===== config.mk =====
export PLATFORM = sky130hd
export DESIGN_NAME = raw_stream_pattern_gen_flat
export DESIGN_NICKNAME = d
export VERILOG_FILES = /design/src/rtl/raw_stream_pkg.sv /design/src/rtl/raw_stream_pattern_gen_if.sv /design/src/rtl/raw_pattern_pixel.sv /design/src/rtl/raw_stream_pattern_gen.sv /design/src/flat_wrapper.sv
export SDC_FILE = /design/constraint.sdc
export NUM_CORES = 1
export LEC_CHECK = 0
export CORE_MARGIN = 2
export CORE_UTILIZATION = 40
export CTS_CLUSTER_SIZE = 14
export DETAILED_ROUTE_END_ITERATION = 7
export PLACE_DENSITY = 0.66
export SKIP_CTS_REPAIR_TIMING = 1
export SLEW_MARGIN = 20
export SYNTH_ARGS = -nofsm -noshare
export SYNTH_HDL_FRONTEND = slang
export SYNTH_SLANG_ARGS = --single-unit

===== constraint.sdc =====
create_clock -name clk -period 4.25 [get_ports clk]
set_input_delay 0.425 -clock clk [delete_from_list [all_inputs] [get_ports clk]]
set_output_delay 0.425 -clock clk [all_outputs]
set_load 0.1 [all_outputs]

===== src/rtl/raw_stream_pkg.sv =====
// Shared definitions for the 4-pixel-per-clock raw Bayer stream.
// Pattern encodings and the flat Bayer test levels live here.
package raw_stream_pkg;

  localparam int unsigned PIX_WIDTH   = 10;
  localparam int unsigned PIX_PER_CLK = 4;

  typedef enum logic [1:0] {
    PAT_FLAT  = 2'd0,
    PAT_HRAMP = 2'd1,
    PAT_VRAMP = 2'd2,
    PAT_CHECK = 2'd3
  } pattern_e;

  typedef enum logic [1:0] {
    ST_IDLE,
    ST_ACTIVE,
    ST_HBLANK,
    ST_VBLANK
  } gen_state_e;

  localparam logic [PIX_WIDTH-1:0] BAYER_B  = 10'h100;
  localparam logic [PIX_WIDTH-1:0] BAYER_G1 = 10'h180;
  localparam logic [PIX_WIDTH-1:0] BAYER_G2 = 10'h180;
  localparam logic [PIX_WIDTH-1:0] BAYER_R  = 10'h300;

endpackage


===== src/rtl/raw_stream_pattern_gen_if.sv =====
// Raw pixel stream handshake bundle (AXI-Stream style, user=SOF, last=EOL).
interface raw_stream_pattern_gen_if #(
  parameter int unsigned DATA_WIDTH = 40
);
  logic [DATA_WIDTH-1:0] out_data;
  logic                  out_valid;
  logic                  out_user;
  logic                  out_last;
  logic                  out_ready;

  modport master (output out_data, out_valid, out_user, out_last, input out_ready);
  modport slave  (input out_data, out_valid, out_user, out_last, output out_ready);
endinterface


===== src/rtl/raw_pattern_pixel.sv =====
// Combinational pattern lookup: beat contents for position (x, y) and pattern.
// Lane 0 is the leftmost pixel and sits in the most significant field.
module raw_pattern_pixel
  import raw_stream_pkg::*;
#(
  parameter int unsigned DATA_WIDTH = 40,
  parameter int unsigned XW         = 9,
  parameter int unsigned YW         = 11
) (
  input  logic [XW-1:0]         x,
  input  logic [YW-1:0]         y,
  input  pattern_e              pat,
  output logic [DATA_WIDTH-1:0] beat
);

  logic [PIX_WIDTH-1:0] v;
  logic                 chk;

  always_comb begin
    beat = '0;
    v    = '0;
    chk  = ((32'(x) ^ 32'(y)) & 32'd8) != 32'd0;
    for (int unsigned k = 0; k < PIX_PER_CLK; k++) begin
      unique case (pat)
        PAT_FLAT:  v = (k == 0) ? BAYER_B : (k == 1) ? BAYER_G1 : (k == 2) ? BAYER_G2 : BAYER_R;
        // 4*x + k is simply x with the lane index appended
        PAT_HRAMP: v = PIX_WIDTH'({x, 2'(k)});
        PAT_VRAMP: v = PIX_WIDTH'(y);
        default:   v = chk ? '1 : '0;
      endcase
      beat[DATA_WIDTH-1-k*PIX_WIDTH -: PIX_WIDTH] = v;
    end
  end

endmodule


===== src/rtl/raw_stream_pattern_gen.sv =====
// Synthetic raw Bayer frame source with programmable blanking and full backpressure.
// Outputs are registered from next-state values, so a stall simply re-registers the same beat.
module raw_stream_pattern_gen
  import raw_stream_pkg::*;
#(
  parameter int unsigned DATA_WIDTH = 40,
  parameter int unsigned PIX_WIDTH  = 10,
  parameter int unsigned H_BEATS    = 480,
  parameter int unsigned V_LINES    = 1080,
  parameter int unsigned H_BLANK    = 16,
  parameter int unsigned V_BLANK    = 32
) (
  input  logic                        clk,
  input  logic                        rstn,
  input  logic                        enable,
  input  logic [1:0]                  pattern_sel,
  raw_stream_pattern_gen_if.master    m_axis,
  output logic                        frame_done,
  output logic [15:0]                 frame_count
);

  localparam int unsigned XW = (H_BEATS > 1) ? $clog2(H_BEATS) : 1;
  localparam int unsigned YW = (V_LINES > 1) ? $clog2(V_LINES) : 1;
  localparam logic [XW-1:0] X_LAST  = XW'(H_BEATS - 1);
  localparam logic [YW-1:0] Y_LAST  = YW'(V_LINES - 1);
  localparam logic [15:0]   HB_LAST = 16'(H_BLANK - 1);
  localparam logic [15:0]   VB_LAST = 16'(V_BLANK - 1);

  gen_state_e     state, state_n;
  logic [XW-1:0]  x, x_n;
  logic [YW-1:0]  y, y_n;
  logic [15:0]    cnt, cnt_n;
  pattern_e       pat, pat_n;
  logic           last_beat;
  logic [DATA_WIDTH-1:0] beat_n;

  always_comb begin
    state_n   = state;
    x_n       = x;
    y_n       = y;
    cnt_n     = cnt;
    pat_n     = pat;
    last_beat = 1'b0;
    unique case (state)
      ST_IDLE: begin
        if (enable) begin
          state_n = ST_ACTIVE;
          x_n     = '0;
          y_n     = '0;
          pat_n   = pattern_e'(pattern_sel);
        end
      end
      ST_ACTIVE: begin
        if (m_axis.out_ready) begin
          if (x != X_LAST) begin
            x_n = x + 1'b1;
          end else begin
            x_n   = '0;
            cnt_n = '0;
            if (y != Y_LAST) begin
              y_n = y + 1'b1;
              if (H_BLANK != 0) state_n = ST_HBLANK;
            end else begin
              last_beat = 1'b1;
              y_n       = '0;
              // zero vertical blanking folds the end-of-frame decision into this edge
              if (V_BLANK != 0)  state_n = ST_VBLANK;
              else if (enable)   pat_n   = pattern_e'(pattern_sel);
              else               state_n = ST_IDLE;
            end
          end
        end
      end
      ST_HBLANK: begin
        if (cnt == HB_LAST) begin
          state_n = ST_ACTIVE;
          cnt_n   = '0;
        end else begin
          cnt_n = cnt + 1'b1;
        end
      end
      default: begin
        if (cnt == VB_LAST) begin
          cnt_n = '0;
          x_n   = '0;
          y_n   = '0;
          if (enable) begin
            state_n = ST_ACTIVE;
            pat_n   = pattern_e'(pattern_sel);
          end else begin
            state_n = ST_IDLE;
          end
        end else begin
          cnt_n = cnt + 1'b1;
        end
      end
    endcase
  end

  raw_pattern_pixel #(
    .DATA_WIDTH (DATA_WIDTH),
    .XW         (XW),
    .YW         (YW)
  ) u_pixel (
    .x    (x_n),
    .y    (y_n),
    .pat  (pat_n),
    .beat (beat_n)
  );

  always_ff @(posedge clk or negedge rstn) begin
    if (!rstn) begin
      state            <= ST_IDLE;
      x                <= '0;
      y                <= '0;
      cnt              <= '0;
      pat              <= PAT_FLAT;
      m_axis.out_data  <= '0;
      m_axis.out_valid <= 1'b0;
      m_axis.out_user  <= 1'b0;
      m_axis.out_last  <= 1'b0;
      frame_done       <= 1'b0;
      frame_count      <= '0;
    end else begin
      state            <= state_n;
      x                <= x_n;
      y                <= y_n;
      cnt              <= cnt_n;
      pat              <= pat_n;
      m_axis.out_data  <= beat_n;
      m_axis.out_valid <= (state_n == ST_ACTIVE);
      m_axis.out_user  <= (state_n == ST_ACTIVE) && (x_n == '0) && (y_n == '0);
      m_axis.out_last  <= (state_n == ST_ACTIVE) && (x_n == X_LAST);
      frame_done       <= last_beat;
      if (last_beat) frame_count <= frame_count + 16'd1;
    end
  end

endmodule


===== src/flat_wrapper.sv =====
// flat-port wrapper written by rule: the top's interface ports become plain ports
module raw_stream_pattern_gen_flat import raw_stream_pkg::*;
#(
  parameter int unsigned DATA_WIDTH = 40,
  parameter int unsigned PIX_WIDTH  = 10,
  parameter int unsigned H_BEATS    = 480,
  parameter int unsigned V_LINES    = 1080,
  parameter int unsigned H_BLANK    = 16,
  parameter int unsigned V_BLANK    = 32
)
  (clk, rstn, enable, pattern_sel, frame_done, frame_count, m_axis_out_data, m_axis_out_valid, m_axis_out_user, m_axis_out_last, m_axis_out_ready);
  raw_stream_pattern_gen_if #(.DATA_WIDTH(DATA_WIDTH)) m_axis_i ();
  input  logic clk;
  input  logic rstn;
  input  logic enable;
  input  logic [1:0] pattern_sel;
  output logic frame_done;
  output logic [15:0] frame_count;
  output wire logic [$bits(m_axis_i.out_data)-1:0] m_axis_out_data;
  output wire logic [$bits(m_axis_i.out_valid)-1:0] m_axis_out_valid;
  output wire logic [$bits(m_axis_i.out_user)-1:0] m_axis_out_user;
  output wire logic [$bits(m_axis_i.out_last)-1:0] m_axis_out_last;
  input wire logic [$bits(m_axis_i.out_ready)-1:0] m_axis_out_ready;
  assign m_axis_out_data = m_axis_i.out_data;
  assign m_axis_out_valid = m_axis_i.out_valid;
  assign m_axis_out_user = m_axis_i.out_user;
  assign m_axis_out_last = m_axis_i.out_last;
  assign m_axis_i.out_ready = m_axis_out_ready;
  raw_stream_pattern_gen #(.DATA_WIDTH(DATA_WIDTH), .PIX_WIDTH(PIX_WIDTH), .H_BEATS(H_BEATS), .V_LINES(V_LINES), .H_BLANK(H_BLANK), .V_BLANK(V_BLANK)) u_core (.clk(clk), .rstn(rstn), .enable(enable), .pattern_sel(pattern_sel), .m_axis(m_axis_i), .frame_done(frame_done), .frame_count(frame_count));
endmodule

==> results by group <==
Critical path
  • CP Launch Type: flop
  • CP max FO: 18
  • Critical path class: reg -> reg
  • Critical Path AT: 3.30 ns
  • CP endpoint kind: flop
  • Crit path required time: 4.50 ns

Global route
  • Vias in the first global route: 3,639
  • Largest net degree at the start of global routing: 75
  • First-pass GRT wire length: 18.50 mm
  • Initial antenna violation count: 0
  • Grt total ovfl: 0
  • All-Layer GR Usage: 0.1986

Synth
  • Seq cells post-synth: 74
  • Synth top area cells: dfrtp_1 42%, buf_4 4.4%, nand2_1 4.1%, nor2_1 2.9%, nand4_1 2.9%
  • Async SR Flop Fraction: 1.000
  • Synth Area per Inst: 9.202 um2
  • Post-synth top area cell: dfrtp_1
  • Ys Warns: 0
  • Syn_nets: 491
  • Ys flop type: dfrtp_1
  • Number of synthesized flops with an enable pin: 0
  • Post-synth top area share: 0.4219
  • Unique cell type count in the Yosys netlist: 67
  • Syn Inst Count: 477
  • Sequential share of the synthesized area: 0.4219
  • Synthesized area: 0.004389 mm2

Clock network
  • Root buffer cell: clkbuf_8
  • Longest Clk Path Bufs: 2
  • Worst-Skew Late Latency: 0.35 ns
  • CTS tree: done
  • Clk pin slew, worst setup/hold paths: 0.08 ns
  • Cts bufs inserted: 9
  • Htree depth: 3
  • Sink Count: 74

Detailed routing
  • First drt pass iteration count: 5
  • DRC: 0
  • Initial DRC Count: 275
  • Via count: 3,790
  • WL/cell: 17.05 um
  • Final wirelength: 11.13 mm
  • Post-detailed-route count of antenna-violating nets: 0
  • Vias per cell: 5.804

STA
  • Fin Setup TNS: 0 ns
  • Max_slew headroom: 0.3451
  • Pins Over Slew Limit: 0
  • Fin. Hold Viols: 0
  • Slew at the pin closest to its max-slew limit: 0.9793 ns
  • # setup viols final: 0
  • Period Utilization, post-route: 0.7176
  • Clk_skew: 0.009206 ns
  • Fmax: 327.9 MHz
  • RSZ-0062 raised after global routing: false
  • Minimum clock period: 3.050 ns

Place
  • Post-Place Cells: 638
  • HPWL after DPL: 8.160 mm
  • Port bufs: 65
  • Gp weighted congestion: 0.9271

Cells and area
  • Most common cell after layout, fill and taps aside: dfrtp_1
  • Fill cell count: 1,014
  • Fin nets: 523
  • Share of layout cells above drive strength 1: 0.06823
  • Fin cells: 653
  • Most frequent cells in the layout: 74 x dfrtp_1, 64 x clkdlybuf4s50_1, 48 x nand2_1, 34 x nor2_1, 24 x nand3_1
  • Layout area overhead: 18.19%
  • N_diodes: 0

Floorplan
  • # IOs: 66
  • Core Region: 0.01079 mm2
  • Die footprint: 0.01183 mm2
  • Chip width: 108.8 um
  • Initial Util: 0.4067
  • FP Rows: 38
  • Die Y: 108.8 um

Power and ir drop
  • Total Power: 3.060 mW
  • Power Density: 589.9 mW/mm2
  • P_leak: 2.222 nW
  • Worst VDD drop: 716.5 uV

Job
  • Max-Cap Viols: 0

Worst hold path
  • Hold Crit Class: in -> async

Run status
  • Outcome: finished, final reports clean
through the flow:
| step | utilization | instance area [um2] | worst slack (ns) | hold slack, ns |
|---|---|---|---|---|
| finish | 0.4806 | 5187 | 1.200 | 0.1781 |
| global route | 0.4806 | 5187 | 0.8117 | 0.3057 |
| CTS | 0.4806 | 5187 | 1.187 | 0.2560 |
| detailed placement | 0.4585 | 4949 | 0.9308 | 0.4606 |
| global placement | 0.4585 | 4949 | 1.028 | 0.4575 |
| floorplan | - | 4389 | 1.815 | 0.1294 |
flip-flops by register name, summed over array words and instances (netlist names):
register                 cells
u_core.frame_done            1
u_core.m_axis.out_last       1
u_core.x                     9
u_core.cnt                  16
u_core.m_axis.out_data      14
u_core.m_axis.out_valid      1
u_core.m_axis.out_user       1
u_core.frame_count          16
u_core.y                    11
u_core.state                 2
u_core.pat                   2
power breakdown:
group / leakage (nW) / switching, mW / internal (mW)
sequential: 1.01 / 0.0845 / 0.791
clock: 0.116 / 0.270 / 0.390
combinational: 1.10 / 1.17 / 0.359
final cells by class:
type,instances,area [um2],area share
Multi-Input combinational cell,341,2202,0.4245
Sequential cell,74,1852,0.3570
Timing Repair Buffer,66,655.6,0.1264
Tap cell,140,175.2,0.03377
Clock buffer,9,123.9,0.02388
Clock inverter,6,115.1,0.02219
Inverter,17,63.81,0.01230
cells in the mapped netlist, types with 10 or more instances:
cell type  instances
nor2_1            34
inv_1             15
clkbuf_1          14
xnor2_1           13
nand4_1           20
o21ai_1           12
nand3_1           24
buf_4             26
and3_1            17
nor4_1            10
xor2_1            11
nand2_1           48
dfrtp_1           74
a21oi_1           17
worst paths after layout:
check                      cells past startpoint                                 end  slack [ns]                          startpoint
setup reg to reg                               8    u_core.m_axis.out_user$_DFF_PN0_        1.20           u_core.state[0]$_DFF_PN0_
max in group asynchronous                      1               u_core.x[5]$_DFF_PN0_        3.43                                rstn
hold / removal                                 1           u_core.cnt[7]$_DFFE_PN0P_        0.18                                rstn
min in group clk                               1  u_core.frame_count[15]$_DFFE_PN0P_        0.47  u_core.frame_count[15]$_DFFE_PN0P_
setup / recovery                               8    u_core.m_axis.out_user$_DFF_PN0_        1.20           u_core.state[0]$_DFF_PN0_
hold reg to reg                                1  u_core.frame_count[15]$_DFFE_PN0P_        0.47  u_core.frame_count[15]$_DFFE_PN0P_
layer usage:
layer	part of all wire	up-vias	GRT usage
met3	0.053	27	0.04244
met4	0.022	0	0.06227
li1	-	1782	-
met5	0	-	0
met2	0.48	141	0.3268
met1	0.44	1840	0.2618
critical path, cell delays in order, from the launching register on:
cell	delay, ns
dfrtp_1	0.42
ha_1	0.52
nor4b_1	0.32
nand4_1	0.46
a32oi_1	0.35
o21ai_1	0.17
nor4_1	0.30
nand4_1	0.12
nor3_1	0.28
cells by family after synthesis:
logic type | count (synthesis) | synth area share
mux | 9 | 0.02195
buf+inv | 62 | 0.07640
xor+xnor | 24 | 0.04789
flops | 74 | 0.4219
simple gates | 212 | 0.2685
compound gates | 88 | 0.1405
fa+ha+maj | 8 | 0.02281
Power figures use the tool's default switching activity.
